## src/rtl/vga_fb_pkg.sv

```systemverilog
// Shared constants and helpers for the VGA framebuffer arbiter.
// Screen geometry is fixed at 1024x768 visible.
package vga_fb_pkg;

  localparam int H_VIS = 1024;
  localparam int V_VIS = 768;
  localparam int X_W   = 11;
  localparam int Y_W   = 10;

  localparam int SCALE_LOG2_D = 2;
  localparam int FB_W_D       = H_VIS >> SCALE_LOG2_D;
  localparam int FB_H_D       = V_VIS >> SCALE_LOG2_D;
  localparam int DATA_W_D     = 12;
  localparam int ADDR_W_D     = 16;

  function automatic logic [31:0] fb_addr(
    input logic [31:0] x,
    input logic [31:0] y,
    input logic [31:0] w
  );
    return y * w + x;
  endfunction

endpackage

```

## src/rtl/vga_fb_addr_gen.sv

```systemverilog
// Maps the timing generator's next screen position to a fetch request
// and the linear framebuffer address of the covering fb pixel.
module vga_fb_addr_gen
  import vga_fb_pkg::*;
#(
  parameter int SCALE_LOG2 = SCALE_LOG2_D,
  parameter int FB_W       = FB_W_D,
  parameter int ADDR_W     = ADDR_W_D
) (
  input  logic [X_W-1:0]    next_x,
  input  logic [Y_W-1:0]    next_y,
  input  logic              disp_en,
  output logic              rd_req,
  output logic [ADDR_W-1:0] rd_addr
);

  logic [31:0] fx;
  logic [31:0] fy;

  // One fetch per fb pixel, on the first screen column it covers
  always_comb begin
    fx      = 32'(next_x >> SCALE_LOG2);
    fy      = 32'(next_y >> SCALE_LOG2);
    rd_req  = disp_en && (next_x[SCALE_LOG2-1:0] == '0);
    rd_addr = ADDR_W'(fb_addr(fx, fy, 32'(FB_W)));
  end

endmodule

```

## src/rtl/vga_fb_arbiter.sv

```systemverilog
// Single-port framebuffer arbiter: display fetch has priority, writer
// takes the remaining slots. Optional stall counter: FB_STALL_CNT_EN.
module vga_fb_arbiter
  import vga_fb_pkg::*;
#(
  parameter int SCALE_LOG2 = SCALE_LOG2_D,
  parameter int FB_W       = FB_W_D,
  parameter int FB_H       = FB_H_D,
  parameter int DATA_W     = DATA_W_D,
  parameter int ADDR_W     = ADDR_W_D,
  parameter int RD_LAT     = 1
) (
  input  logic              i_clk,
  input  logic              i_rst_n,
  input  logic [X_W-1:0]    i_next_x,
  input  logic [Y_W-1:0]    i_next_y,
  input  logic              i_disp_en,
  input  logic              i_frame_start,
  output logic [DATA_W-1:0] o_pix_data,
  output logic              o_pix_valid,
  input  logic              i_wr_valid,
  output logic              o_wr_ready,
  input  logic [ADDR_W-1:0] i_wr_addr,
  input  logic [DATA_W-1:0] i_wr_data,
  output logic              o_ram_en,
  output logic              o_ram_we,
  output logic [ADDR_W-1:0] o_ram_addr,
  output logic [DATA_W-1:0] o_ram_wdata,
  input  logic [DATA_W-1:0] i_ram_rdata
`ifdef FB_STALL_CNT_EN
  ,
  output logic [15:0]       o_stall_cnt
`endif
);

  if ((64'(1) << ADDR_W) < 64'(FB_W) * 64'(FB_H)) begin : g_addr_chk
    $error("ADDR_W too small for FB_W*FB_H");
  end
  if (RD_LAT < 1 || RD_LAT > 3) begin : g_lat_chk
    $error("RD_LAT must be 1..3");
  end

  logic              rd_req;
  logic [ADDR_W-1:0] rd_addr;
  logic [RD_LAT-1:0] rd_pipe;

  vga_fb_addr_gen #(
    .SCALE_LOG2(SCALE_LOG2),
    .FB_W      (FB_W),
    .ADDR_W    (ADDR_W)
  ) u_addr_gen (
    .next_x (i_next_x),
    .next_y (i_next_y),
    .disp_en(i_disp_en),
    .rd_req (rd_req),
    .rd_addr(rd_addr)
  );

  // Port mux: reset idles the port, then read beats write
  always_comb begin
    o_ram_en    = 1'b0;
    o_ram_we    = 1'b0;
    o_ram_addr  = i_wr_addr;
    o_ram_wdata = i_wr_data;
    o_wr_ready  = 1'b0;
    if (!i_rst_n) begin
      o_wr_ready = 1'b0;
    end else if (rd_req) begin
      o_ram_en   = 1'b1;
      o_ram_addr = rd_addr;
    end else begin
      o_wr_ready = 1'b1;
      o_ram_en   = i_wr_valid;
      o_ram_we   = i_wr_valid;
    end
  end

  // Track issued reads; frame start drops stale ones but keeps a read
  // issued in the same cycle so the frame's first pixel is not lost
  always_ff @(posedge i_clk or negedge i_rst_n) begin
    if (!i_rst_n) begin
      rd_pipe <= '0;
    end else if (i_frame_start) begin
      rd_pipe <= RD_LAT'(rd_req);
    end else begin
      rd_pipe <= (rd_pipe << 1) | RD_LAT'(rd_req);
    end
  end

  // Capture returning pixel; valid drops in blanking, data holds
  always_ff @(posedge i_clk or negedge i_rst_n) begin
    if (!i_rst_n) begin
      o_pix_data  <= '0;
      o_pix_valid <= 1'b0;
    end else if (i_frame_start) begin
      o_pix_valid <= 1'b0;
    end else if (rd_pipe[RD_LAT-1]) begin
      o_pix_data  <= i_ram_rdata;
      o_pix_valid <= 1'b1;
    end else if (!i_disp_en) begin
      o_pix_valid <= 1'b0;
    end
  end

`ifdef FB_STALL_CNT_EN
  // Saturating count of writer stalls; frame start clear wins
  always_ff @(posedge i_clk or negedge i_rst_n) begin
    if (!i_rst_n) begin
      o_stall_cnt <= '0;
    end else if (i_frame_start) begin
      o_stall_cnt <= '0;
    end else if (i_wr_valid && !o_wr_ready &&
                 o_stall_cnt != 16'hFFFF) begin
      o_stall_cnt <= o_stall_cnt + 16'd1;
    end
  end
`endif

endmodule

```

## config.mk

```make
export PLATFORM = sky130hd
export DESIGN_NAME = vga_fb_arbiter
export DESIGN_NICKNAME = d
export VERILOG_FILES = /design/src/rtl/vga_fb_pkg.sv /design/src/rtl/vga_fb_addr_gen.sv /design/src/rtl/vga_fb_arbiter.sv
export SDC_FILE = /design/constraint.sdc
export NUM_CORES = 1
export LEC_CHECK = 0
export BUFFER_PORTS_ARGS = -buffer_cell sky130_fd_sc_hd__buf_4
export CORE_ASPECT_RATIO = 1.5
export CORE_MARGIN = 2
export CORE_UTILIZATION = 35
export CTS_CLUSTER_SIZE = 12
export DETAILED_ROUTE_END_ITERATION = 8
export GPL_TIMING_DRIVEN = 0
export PLACE_DENSITY = 0.76
export SLEW_MARGIN = 25
export SYNTH_ARGS = -nofsm -noshare
export SYNTH_HDL_FRONTEND = slang
export SYNTH_HIERARCHICAL = 1
export SYNTH_SLANG_ARGS = --single-unit
```

## constraint.sdc

```tcl
create_clock -name i_clk -period 1.48 [get_ports i_clk]
set_input_delay 0 -clock i_clk [delete_from_list [all_inputs] [get_ports i_clk]]
set_output_delay 0 -clock i_clk [all_outputs]
set_load 0.005 [all_outputs]
```

### Yosys cells after proc, flatten, opt, wreduce, memory -nomap -nowiden

Index checks and enable logic that the tools add are counted.

* register bits: 14
* input port bits: 66
* output and inout port bits: 44
* word-level logic and storage cells: 20

* add/subtract/negate cells: 1
* equality and inequality tests: 1
* mux-type cells: 11
* bitwise operators: 1
* reduce and logical (&&, ||, !) cells: 3

Operator list (number)
* 16-bit 2-to-1 mux: 2
* 16-bit by 9-bit adder with 16-bit output: 1
* 1-bit 2-to-1 mux: 9
* 3-bit by 1-bit inequality test with 1-bit output (second input constant): 1
* 2-bit logical NOT: 1
* 2-bit AND reduction: 1
* 1-bit logical AND: 1
* 1-bit NOT: 1

### Depth between registers and ports, before layout

Gate-level depths: netlist (run 1).

* depth after elaboration: 4
* depth in mapped cells: 5
* mapped depth without buffers: 5

### Hierarchy

The synthesis (run 1) kept the hierarchy.

By module, submodules not included
* vga_fb_arbiter: times used 1, cells each 63, area an instance 880.8 um^2, seq. area each 350.3 um^2
* vga_fb_addr_gen: times used 1, cells each 25, area an instance 192.7 um^2, seq. area each 0.0 um^2

### Worst setup path before layout (run 1)

No wires, ideal clock.

* path kind: flip-flop to flip-flop
* start point: reg rd_pipe
* end point: reg o_pix_data[0]
* arrival time: 0.944 ns
* setup slack: 0.411 ns
* stages on the path, launching flop included: 4
* path buffers: 1
* cells stage by stage: dfrtp_1 > nor2b_4 > buf_6 > mux2_2

* longest elaborated chain between the ends: 1

Ends and longest elaborated chain
* from (decl): line vga_fb_arbiter.sv:45 `logic [RD_LAT-1:0] rd_pipe;`
* from (signal assigned): line vga_fb_arbiter.sv:84 `rd_pipe <= RD_LAT'(rd_req);`
* from (signal assigned): line vga_fb_arbiter.sv:86 `rd_pipe <= (rd_pipe << 1) | RD_LAT'(rd_req);`
* 2-bit AND reduction (no line)
* to (signal assigned): line vga_fb_arbiter.sv:98 `o_pix_data <= i_ram_rdata;`
* to (decl): line vga_fb_arbiter.sv:19 `output logic [DATA_W-1:0] o_pix_data,`

Every way passes these cells.
A chain may end at the register's enable or synchronous reset.

### Final worst setup path (run 1)

* start point: in i_next_x[1]
* end point: out o_ram_addr[14]

* longest elaborated chain between the ends: 4

Ends and longest elaborated chain
* from (decl): line vga_fb_arbiter.sv:15 `input logic [X_W-1:0] i_next_x,`
* 2-bit logical NOT: line vga_fb_addr_gen.sv:24 `rd_req = disp_en && (next_x[SCALE_LOG2-1:0] == '0);`
* 1-bit logical AND: line vga_fb_addr_gen.sv:24
* net rd_req: line vga_fb_arbiter.sv:43 `logic rd_req;`
* 16-bit 2-to-1 mux: line vga_fb_arbiter.sv:68 `end else if (rd_req) begin`
* 16-bit 2-to-1 mux: line vga_fb_arbiter.sv:66 `if (!i_rst_n) begin`
* to (decl): line vga_fb_arbiter.sv:27 `output logic [ADDR_W-1:0] o_ram_addr,`

The timed path passes the listed nets, and every way through them passes these cells.

==> impl_metrics.tcl, run 1 <==
set metrics [dict create \
    status "completed" \
    fmax_mhz 803 \
    die-area_um2 3540 \
    core_um2 2910 \
    post-dp-hpwl_mm 2.55 \
    critical_path_class "in -> out" \
    swShare_pct 24.2 \
    p_leak_nw 1.03 \
    critPathTopFamily "simple AND/OR/NAND/NOR gates" \
    rr_startpoint "rd_pipe" \
    firstDrtPassIters 4 \
    n_antenna_cell 0 \
    finalPower_w 0.00134 \
    areaGrowthSynthToFinish_pct 81.8 \
    clkLatencyLatePin_ps 240 \
    nets 261 \
    critPathMaxFanout 10 \
    dr.max_layer_used "met4" \
    slew_headroom_pct 58.3 \
    track_usage_pct 18.3 \
    drive_gt1_share_pct 76.4 \
    max_cap_viol_count 0 \
    hold_class "in -> reg" \
    path_cells "buf_4 > nor3b_2 > nand2_4 > buf_12 > mux2_4 > buf_4" \
    worstSetupStartpointType "primary input" \
    cp_data_arrival_time_ps 1240 \
    route.met2.wl_mm 1.65 \
    synthArstFlopShare_pct 100 \
    die_h_um 71.8 \
    gp_congestion 0.698 \
    fin_hold_ws_ps 3.59 \
    cts_max_level 1 \
    postCtsSetupBuffers 0 \
    period_share_pct 84.1 \
    critPathRequiredTime_ps 1480 \
    skew_ps 0.665 \
    crit_buf_inv 3 \
    setup_violations 0 \
    power_frac_seq_pct 37.2 \
    initial_core_util_pct 36.9 \
    wl_met1_mm 1.09 \
    numPortBuffers 87 \
    r2r-end "o_pix_data[0]" \
    synth_cell_type_count 22 \
    crit_path_max_incr_delay_ps 360 \
    antenna_found_initial 0 \
    dr_wl_met3_um 430 \
    dp.cells 214 \
    grt_max_degree 15 \
    cts_max_path_buffers 2 \
    clkSlewWorstSetupHoldPaths_ps 50 \
    cts_tree "built" \
    multi_input_area_um2 547 \
    power_density_nw_per_um2 687 \
    grt_pass1_vias 1193 \
    syn_avg_cell_area_um2 12.2 \
    synth_edf_count 0 \
    power.switching_w 0.000325 \
    vias 1045 \
    clkPwrFrac_pct 22.3 \
    p_int_w 0.00102 \
    comb_power_share_pct 40.5 \
    syn-instance-count 88 \
    ys.flop_type "dfrtp_1" \
    end_kind "primary output" \
    synth_warnings 6 \
    yosysSeqAreaShare_pct 32.6 \
    cts_root_buffer "clkbuf_8" \
    fin_cells 230 \
    clock_sinks 14 \
    place_ws_ps -137 \
    cp-endpoint "o_ram_addr[14]" \
    drc_errors 0 \
    rsz0062_at_grt "false" \
    crit_start "i_next_x[1]" \
    wl_mm 3.20 \
    synth_area_um2 1070 \
    cpMostUsedCell "buf_4" \
    die_w_um 49.2 \
    cts_buffers 3 \
    synth-seq-cells 14 \
    cpMaxStageDelayCell "nor3b_2" \
    io_pins 110 \
    fin_crit_ps 1240 \
    grt_pass1_wl_mm 5.20 \
    antenna_left 0 \
    synth.net_count 156 \
    slew_viol_final 0 \
    via_per_inst 4.54 \
    ir_worst_vdd_mv 0.634 \
    nFillCells 218 \
    grt_remaining_overflow 0 \
    fp-row-count 24 \
    setup_slack_ps 235 \
    tightest_slew_ps 623 \
    seq_area_um2 350 \
    cp_num_cells 6 \
    hold_viol 0 \
    routedWlPerCell_um 13.9 \
    ff2ff_path_depth 3 \
    worst-r2r-setup-slack_ps 330 \
    drtIter0Drc 15 \
]
## logic make-up after synthesis
group | Yosys count | share of synthesized area (%)
fa+ha+maj | 2 | 2.33
flops | 14 | 32.6
mux | 28 | 32.9
simple gates | 14 | 9.21
xor+xnor | 6 | 4.90
buf+inv | 22 | 16.9
compound gates | 2 | 1.17
## power groups by stage
| stage | sequential, W | clock (W) | combinational [W] |
|---|---|---|---|
| final | 0.000499 | 0.000299 | 0.000544 |
| after global routing | 0.000509 | 0.000326 | 0.000586 |
| after CTS | 0.000501 | 0.000310 | 0.000546 |
| after detailed placement | 0.000505 | 0 | 0.000515 |
| after global placement | 0.000500 | 0 | 0.000500 |
| after floorplan | 0.000505 | 0 | 0.000191 |
## routing by layer
metal,vias up,GRT usage (%)
li1,487,-
met1,466,18.6
met2,86,33.9
met3,6,7.08
met4,0,5.71
met5,-,0
## synthesized netlist by cell type (all sizes together) (2+ instances only)
cell type | number | area (um^2)
buf | 22 | 181
xnor2 | 3 | 26.3
nand3 | 3 | 20.0
ha | 2 | 25.0
dfrtp | 14 | 350
nor2 | 2 | 7.51
nand2 | 3 | 18.8
mux2 | 28 | 353
xor2 | 3 | 26.3
## layout make-up
type	count	share of cell area, %
Timing Repair Buffer	100	40.1
Multi-Input combinational cell	52	28.0
Tap cell	39	2.50
Buffer	22	9.29
Sequential cell	14	17.9
Clock buffer	3	2.12
## how the worst min path moves through the flow
stage,start,end,depth (start not counted)
6_report,i_ram_rdata[0],o_pix_data[0],2
5_1_grt,i_ram_rdata[4],o_pix_data[4],2
4_1_cts,i_ram_rdata[0],o_pix_data[0],2
3_5_place_dp,i_rst_n,o_pix_data[2],1
3_3_place_gp,i_rst_n,o_pix_data[5],1
2_1_floorplan,i_rst_n,o_pix_data[0],0
## sequential cells by signal (all words and copies together), names as in the netlist
| signal | flops |
|---|---|
| o_pix_data | 12 |
| o_pix_valid | 1 |
| rd_pipe | 1 |
## layout by cell type, fill, tap and decap left out, types with 2 or more instances in the layout
| master | Yosys | routed |
|---|---|---|
| buf_4 | 20 | 107 |
| mux2_2 | 18 | 18 |
| dfrtp_1 | 14 | 14 |
| dlygate4sd3_1 | 0 | 13 |
| mux2_4 | 10 | 10 |
| clkbuf_8 | 0 | 3 |
| xor2_1 | 3 | 3 |
| xnor2_1 | 3 | 3 |
| nor2_1 | 2 | 2 |
| nand2_1 | 2 | 2 |
| nand3_1 | 2 | 2 |
| ha_1 | 2 | 2 |
## what timing repair did
action                     in CTS  in global routing
setup endpoints to repair      10                  0
resized for setup               1                  0
hold buffers                   13                  0
hold endpoints to repair       26                  0
## per-stage QoR
step           TNS [ps]  area (um^2)  util (%)
2_1_floorplan         0         1070         -
3_3_place_gp       -633         1780      61.0
3_5_place_dp      -1310         1780      61.0
4_1_cts               0         1950      67.0
5_1_grt               0         1950      67.0
6_report              0         1950      67.0
(Power assumes the default switching activity.)
==> run 2: changes to the inputs <==
--- a/config.mk
+++ b/config.mk
@@ -8,11 +8,11 @@
 export BUFFER_PORTS_ARGS = -buffer_cell sky130_fd_sc_hd__buf_4
 export CORE_ASPECT_RATIO = 1.5
 export CORE_MARGIN = 2
-export CORE_UTILIZATION = 35
+export CORE_UTILIZATION = 32
 export CTS_CLUSTER_SIZE = 12
 export DETAILED_ROUTE_END_ITERATION = 8
 export GPL_TIMING_DRIVEN = 0
-export PLACE_DENSITY = 0.76
+export PLACE_DENSITY = 0.73
 export SLEW_MARGIN = 25
 export SYNTH_ARGS = -nofsm -noshare
 export SYNTH_HDL_FRONTEND = slang
==> constraint.sdc (replaced) <==
create_clock -name i_clk -period 1.1 [get_ports i_clk]
set_input_delay 0 -clock i_clk [delete_from_list [all_inputs] [get_ports i_clk]]
set_output_delay 0 -clock i_clk [all_outputs]
set_load 0.005 [all_outputs]
==> run 2 against run 1 <==
The flow now finishes with violations (setup timing). Core utilization decreased by 1.4 points. Clock skew increased by 2.1 ps. Sequential power increased by 36%. Die area increased by 8.7%. Design area increased by 7.3%. Largest cell class unchanged.
==> impl_metrics.tcl, run 2 (synthesis gave the netlist of run 1 again) <==
set metrics [dict create \
    status "finished with violations" \
    violations "setup timing" \
    slew_headroom_pct 57.6 \
    routedWlPerCell_um 14.1 \
    critPathMaxFanout 5 \
    largest_reg_flops 12 \
    max_cap_viol_count 0 \
    place_ws_ps -388 \
    fp-row-count 25 \
    cts_max_level 1 \
    place_area_um2 1780 \
    top_regs "o_pix_data x12, o_pix_valid x1, rd_pipe x1" \
    gp_congestion 0.658 \
    grt_pass1_wl_mm 4.86 \
    ir_worst_vdd_mv 0.899 \
    setup_slack_ps -5.17 \
    skew_ps 2.72 \
    grt_remaining_overflow 0 \
    antenna_found_initial 0 \
    post-dp-hpwl_mm 2.43 \
    firstDrtPassIters 4 \
    critical_path_class "reg -> reg" \
    slew_viol_final 0 \
    drc_errors 0 \
    core_um2 3190 \
    p_leak_nw 1.10 \
    initial_core_util_pct 33.6 \
    clock_sinks 14 \
    io_pins 110 \
    fmax_mhz 905 \
    hold_viol 0 \
    power_density_nw_per_um2 948 \
    die-area_um2 3840 \
    die_w_um 51.3 \
    cts_tree "built" \
    vias 1058 \
    tightest_slew_ps 633 \
    path_cells "nor2b_4 > buf_6 > mux2_4" \
    drtIter0Drc 4 \
    via_per_inst 4.43 \
    setup_violations 3 \
    clkLatencyLatePin_ps 240 \
    die_h_um 74.9 \
    critPathRequiredTime_ps 1220 \
    antenna_left 0 \
    crit_path_max_incr_delay_ps 340 \
    n_antenna_cell 0 \
    layout_common_cells "buf_4 (112), mux2_4 (20), dlygate4sd3_1 (14), dfrtp_1 (14), mux2_2 (8)" \
    numPortBuffers 87 \
    fin_crit_ps 1110 \
    cts_max_path_buffers 2 \
    grt_pass1_vias 1091 \
    areaGrowthSynthToFinish_pct 95.1 \
    end_kind "flop" \
    track_usage_pct 16.4 \
    rsz0062_at_grt "true" \
    cts_root_buffer "clkbuf_8" \
    cp_data_arrival_time_ps 1230 \
    clkSlewWorstSetupHoldPaths_ps 60 \
    fin_area_um2 2090 \
    cpMaxStageDelayCell "dfrtp_1" \
    cts_buffers 3 \
    top_register "o_pix_data" \
    hold_class "in -> reg" \
    worstSetupStartpointType "flop" \
    period_share_pct 100 \
    nets 268 \
    drive_gt1_share_pct 77.9 \
    nFillCells 240 \
    final_common_cell "buf_4" \
    grt_max_degree 15 \
    wl_mm 3.37 \
]
==> run 2: cell types whose count changed in the layout (fill, tap and decap cells not counted), sizes merged <==
cell,before,now
dlygate4sd3,13,14
clkbuf,3,4
buf,109,115
==> run 2: per-stage QoR <==
stage / setup TNS (ps) / utilization [%] / hold WS (ps) / power [W] / instances
after floorplan: 0 / - / -296 / 0.000936 / 88
after global placement: -5350 / 55.7 / -128 / 0.00135 / 215
after detailed placement: -5540 / 55.7 / -123 / 0.00137 / 215
after CTS: -148 / 64.2 / 23.5 / 0.00195 / 238
after global routing: -415 / 65.6 / 45.1 / 0.00210 / 239
final: -9.48 / 65.6 / 36.9 / 0.00199 / 239
==> run 2: final cells by class <==
type / instances / area, um^2 / share of cell area [%]
Multi-Input combinational cell: 52 / 616 / 29.4
Sequential cell: 14 / 350 / 16.7
Clock buffer: 4 / 55.1 / 2.63
Timing Repair Buffer: 107 / 842 / 40.2
Tap cell: 40 / 50.0 / 2.39
Buffer: 22 / 181 / 8.66
==> run 2: critical path, delay by kind of cell, from the launching register on <==
kind / cells / cell delay, ps
buffers and inverters: 1 / 160
flip-flops: 1 / 340
multiplexers: 1 / 310
AND/OR/NAND/NOR: 1 / 180
==> run 2: routing by layer <==
layer / GRT usage, % / wire length, um / vias to the layer above
li1: - / - / 506
met1: 17.2 / 1180 / 472
met2: 31.9 / 1790 / 78
met3: 4.17 / 379 / 2
met4: 4.97 / 20 / 0
met5: 0 / 0 / -
==> run 2: where the power goes <==
part	total (W)	leakage [nW]	internal, W	switching (W)
clock	0.000497	0.0288	0.000317	0.000180
sequential	0.000679	0.171	0.000616	0.0000630
combinational	0.000811	0.903	0.000574	0.000237
==> run 2: repair_timing <==
item,4_1_cts,5_1_grt
gates cloned,1,0
buffers inserted,4,1
setup endpoints to repair,27,15
pin swaps,2,1
resized for setup,11,7
hold buffers,14,0
hold endpoints to repair,27,0
==> run 2: worst paths after layout <==
path | startpoint | end | slack (ps) | cells after the start
worst min register to register | o_pix_data[7] | o_pix_data[7] | 510 | 1
worst max register to register | rd_pipe | o_pix_data[3] | -5 | 3
worst min-delay path | i_disp_en | o_pix_valid | 40 | 3
max in group asynchronous | i_rst_n | o_pix_data[7] | 340 | 2
worst max-delay path | rd_pipe | o_pix_data[3] | -5 | 3
min in group asynchronous | i_rst_n | o_pix_data[5] | 360 | 2
==> run 3: changes to the inputs <==
--- a/config.mk
+++ b/config.mk
@@ -13,6 +13,7 @@
 export DETAILED_ROUTE_END_ITERATION = 8
 export GPL_TIMING_DRIVEN = 0
 export PLACE_DENSITY = 0.73
+export RECOVER_POWER = 50
 export SLEW_MARGIN = 25
 export SYNTH_ARGS = -nofsm -noshare
 export SYNTH_HDL_FRONTEND = slang
==> run 3 against run 2 <==
The flow still finishes with violations (setup timing). Routed wire length down 0.77%. Flip-flop and latch count unchanged. Clock power about the same. Combinational power down 4.6%. Sequential share of layout area up 0.18 points. Non-clock buffer count unchanged. Clock skew about the same. Design area down 1.1%. Critical path type unchanged. Critical endpoint unchanged. Largest power group unchanged.
==> impl_metrics.tcl, run 3 (synthesis gave the netlist of run 1 again) <==
set metrics [dict create \
    critPathMaxFanout 5 \
    core_um2 3190 \
    top_regs "o_pix_data x12, o_pix_valid x1, rd_pipe x1" \
    fmax_mhz 905 \
    cts_max_level 1 \
    fp-row-count 25 \
    cts_max_path_buffers 2 \
    grt_pass1_vias 1091 \
    antenna_found_initial 0 \
    die_w_um 51.3 \
    grt_pass1_wl_mm 4.86 \
    vias 1055 \
    tightest_slew_ps 642 \
    wl_mm 3.34 \
    hold_class "in -> reg" \
    io_pins 110 \
    via_per_inst 4.41 \
    worstSetupStartpointType "flop" \
    grt_remaining_overflow 0 \
    rsz0062_at_grt "true" \
    firstDrtPassIters 4 \
    grt_max_degree 15 \
    antenna_left 0 \
    clkSlewWorstSetupHoldPaths_ps 60 \
    numPortBuffers 87 \
    drtIter0Drc 6 \
    clock_sinks 14 \
    grt-busiest-layer "met2" \
    ir_worst_vdd_mv 0.891 \
    fin_crit_ps 1110 \
    max_cap_viol_count 0 \
    fin_hold_ws_ps 36.9 \
    gr-usage-met3_pct 4.17 \
    cp_data_arrival_time_ps 1230 \
    status "finished with violations" \
    n_antenna_cell 0 \
    drc_errors 0 \
    drive_gt1_share_pct 74.9 \
    final_common_cell "buf_4" \
    critical_path_class "reg -> reg" \
    setup_violations 3 \
    clkLatencyLatePin_ps 240 \
    routedWlPerCell_um 14.0 \
    grt_use_met2_pct 31.9 \
    power_density_nw_per_um2 939 \
    areaGrowthSynthToFinish_pct 93.0 \
    period_share_pct 100 \
    die-area_um2 3840 \
    fin_setup_tns_ps -9.35 \
    die_h_um 74.9 \
    skew_ps 2.76 \
    cts_buffers 3 \
    p_leak_nw 1.08 \
    nFillCells 249 \
    fin_area_um2 2070 \
    end_kind "flop" \
    cts_tree "built" \
    largest_reg_flops 12 \
    post-dp-hpwl_mm 2.43 \
    top_register "o_pix_data" \
    layout_common_cells "buf_4 (86), mux2_4 (20), clkbuf_4 (20), dlygate4sd3_1 (14), dfrtp_1 (14)" \
    violations "setup timing" \
    gp_congestion 0.658 \
    critPathRequiredTime_ps 1220 \
    slew_headroom_pct 57.1 \
    hold_viol 0 \
    initial_core_util_pct 33.6 \
    setup_slack_ps -5.10 \
    place_area_um2 1780 \
    slew_viol_final 0 \
    post-route-util_pct 64.9 \
    track_usage_pct 16.4 \
    nets 268 \
    grt.met1_usage_pct 17.2 \
    cts_root_buffer "clkbuf_8" \
]
-- run 3: changes by cell type in the layout (fill, tap and decap cells not counted) --
cell	delta
clkbuf_4	+20
buf_4	-26
clkbuf_1	+6
-- run 3: stage by stage --
stage,instances,power (W),setup WS (ps)
floorplan,88,0.000936,31.3
global placement,215,0.00135,-386
detailed placement,215,0.00137,-388
CTS,238,0.00195,-17.1
global route,239,0.00205,-46.3
finish,239,0.00195,-5.10
-- run 3: power breakdown --
part / total (W) / internal (W) / leakage, nW / switching, W
registers: 0.000675 / 0.000616 / 0.171 / 0.0000595
logic: 0.000774 / 0.000538 / 0.875 / 0.000235
clock network: 0.000497 / 0.000317 / 0.0288 / 0.000180
-- run 3: final timing paths --
| check | startpoint | to | slack [ps] | cells past startpoint |
|---|---|---|---|---|
| worst max-delay path | rd_pipe | o_pix_data[3] | -5 | 3 |
| max in group asynchronous | i_rst_n | o_pix_data[7] | 330 | 2 |
| worst min register to register | o_pix_data[7] | o_pix_data[7] | 500 | 1 |
| worst min-delay path | i_disp_en | o_pix_valid | 40 | 3 |
| min in group asynchronous | i_rst_n | o_pix_data[5] | 360 | 2 |
| worst max register to register | rd_pipe | o_pix_data[3] | -5 | 3 |
-- run 3: final cells by class --
| class | instances | area [um^2] | area share, % |
|---|---|---|---|
| multi-input cells | 52 | 616 | 29.7 |
| flip-flops and latches | 14 | 350 | 16.9 |
| clock buffers | 4 | 55.1 | 2.66 |
| repair buffers | 107 | 820 | 39.6 |
| plain buffers | 22 | 181 | 8.76 |
| well taps | 40 | 50.0 | 2.42 |
-- run 3: what timing repair did --
| action | in CTS | in global routing |
|---|---|---|
| endpoints found under the hold margin | 27 | 0 |
| resized for setup | 11 | 7 |
| cloned | 1 | 0 |
| hold buffers | 14 | 0 |
| buffers inserted | 4 | 1 |
| pin swaps | 2 | 1 |
| setup endpoints to repair | 27 | 15 |
-- run 3: metal layers --
layer  wire, um  up-vias
li1           -      506
met1       1180      469
met5          0        -
met2       1780       78
met4         17        0
met3        369        2
-- run 3: critical path, stage by stage (launching register included) --
cell and delay [ps]:
dfrtp_1 340, nor2b_4 180, buf_6 160, mux2_4 310
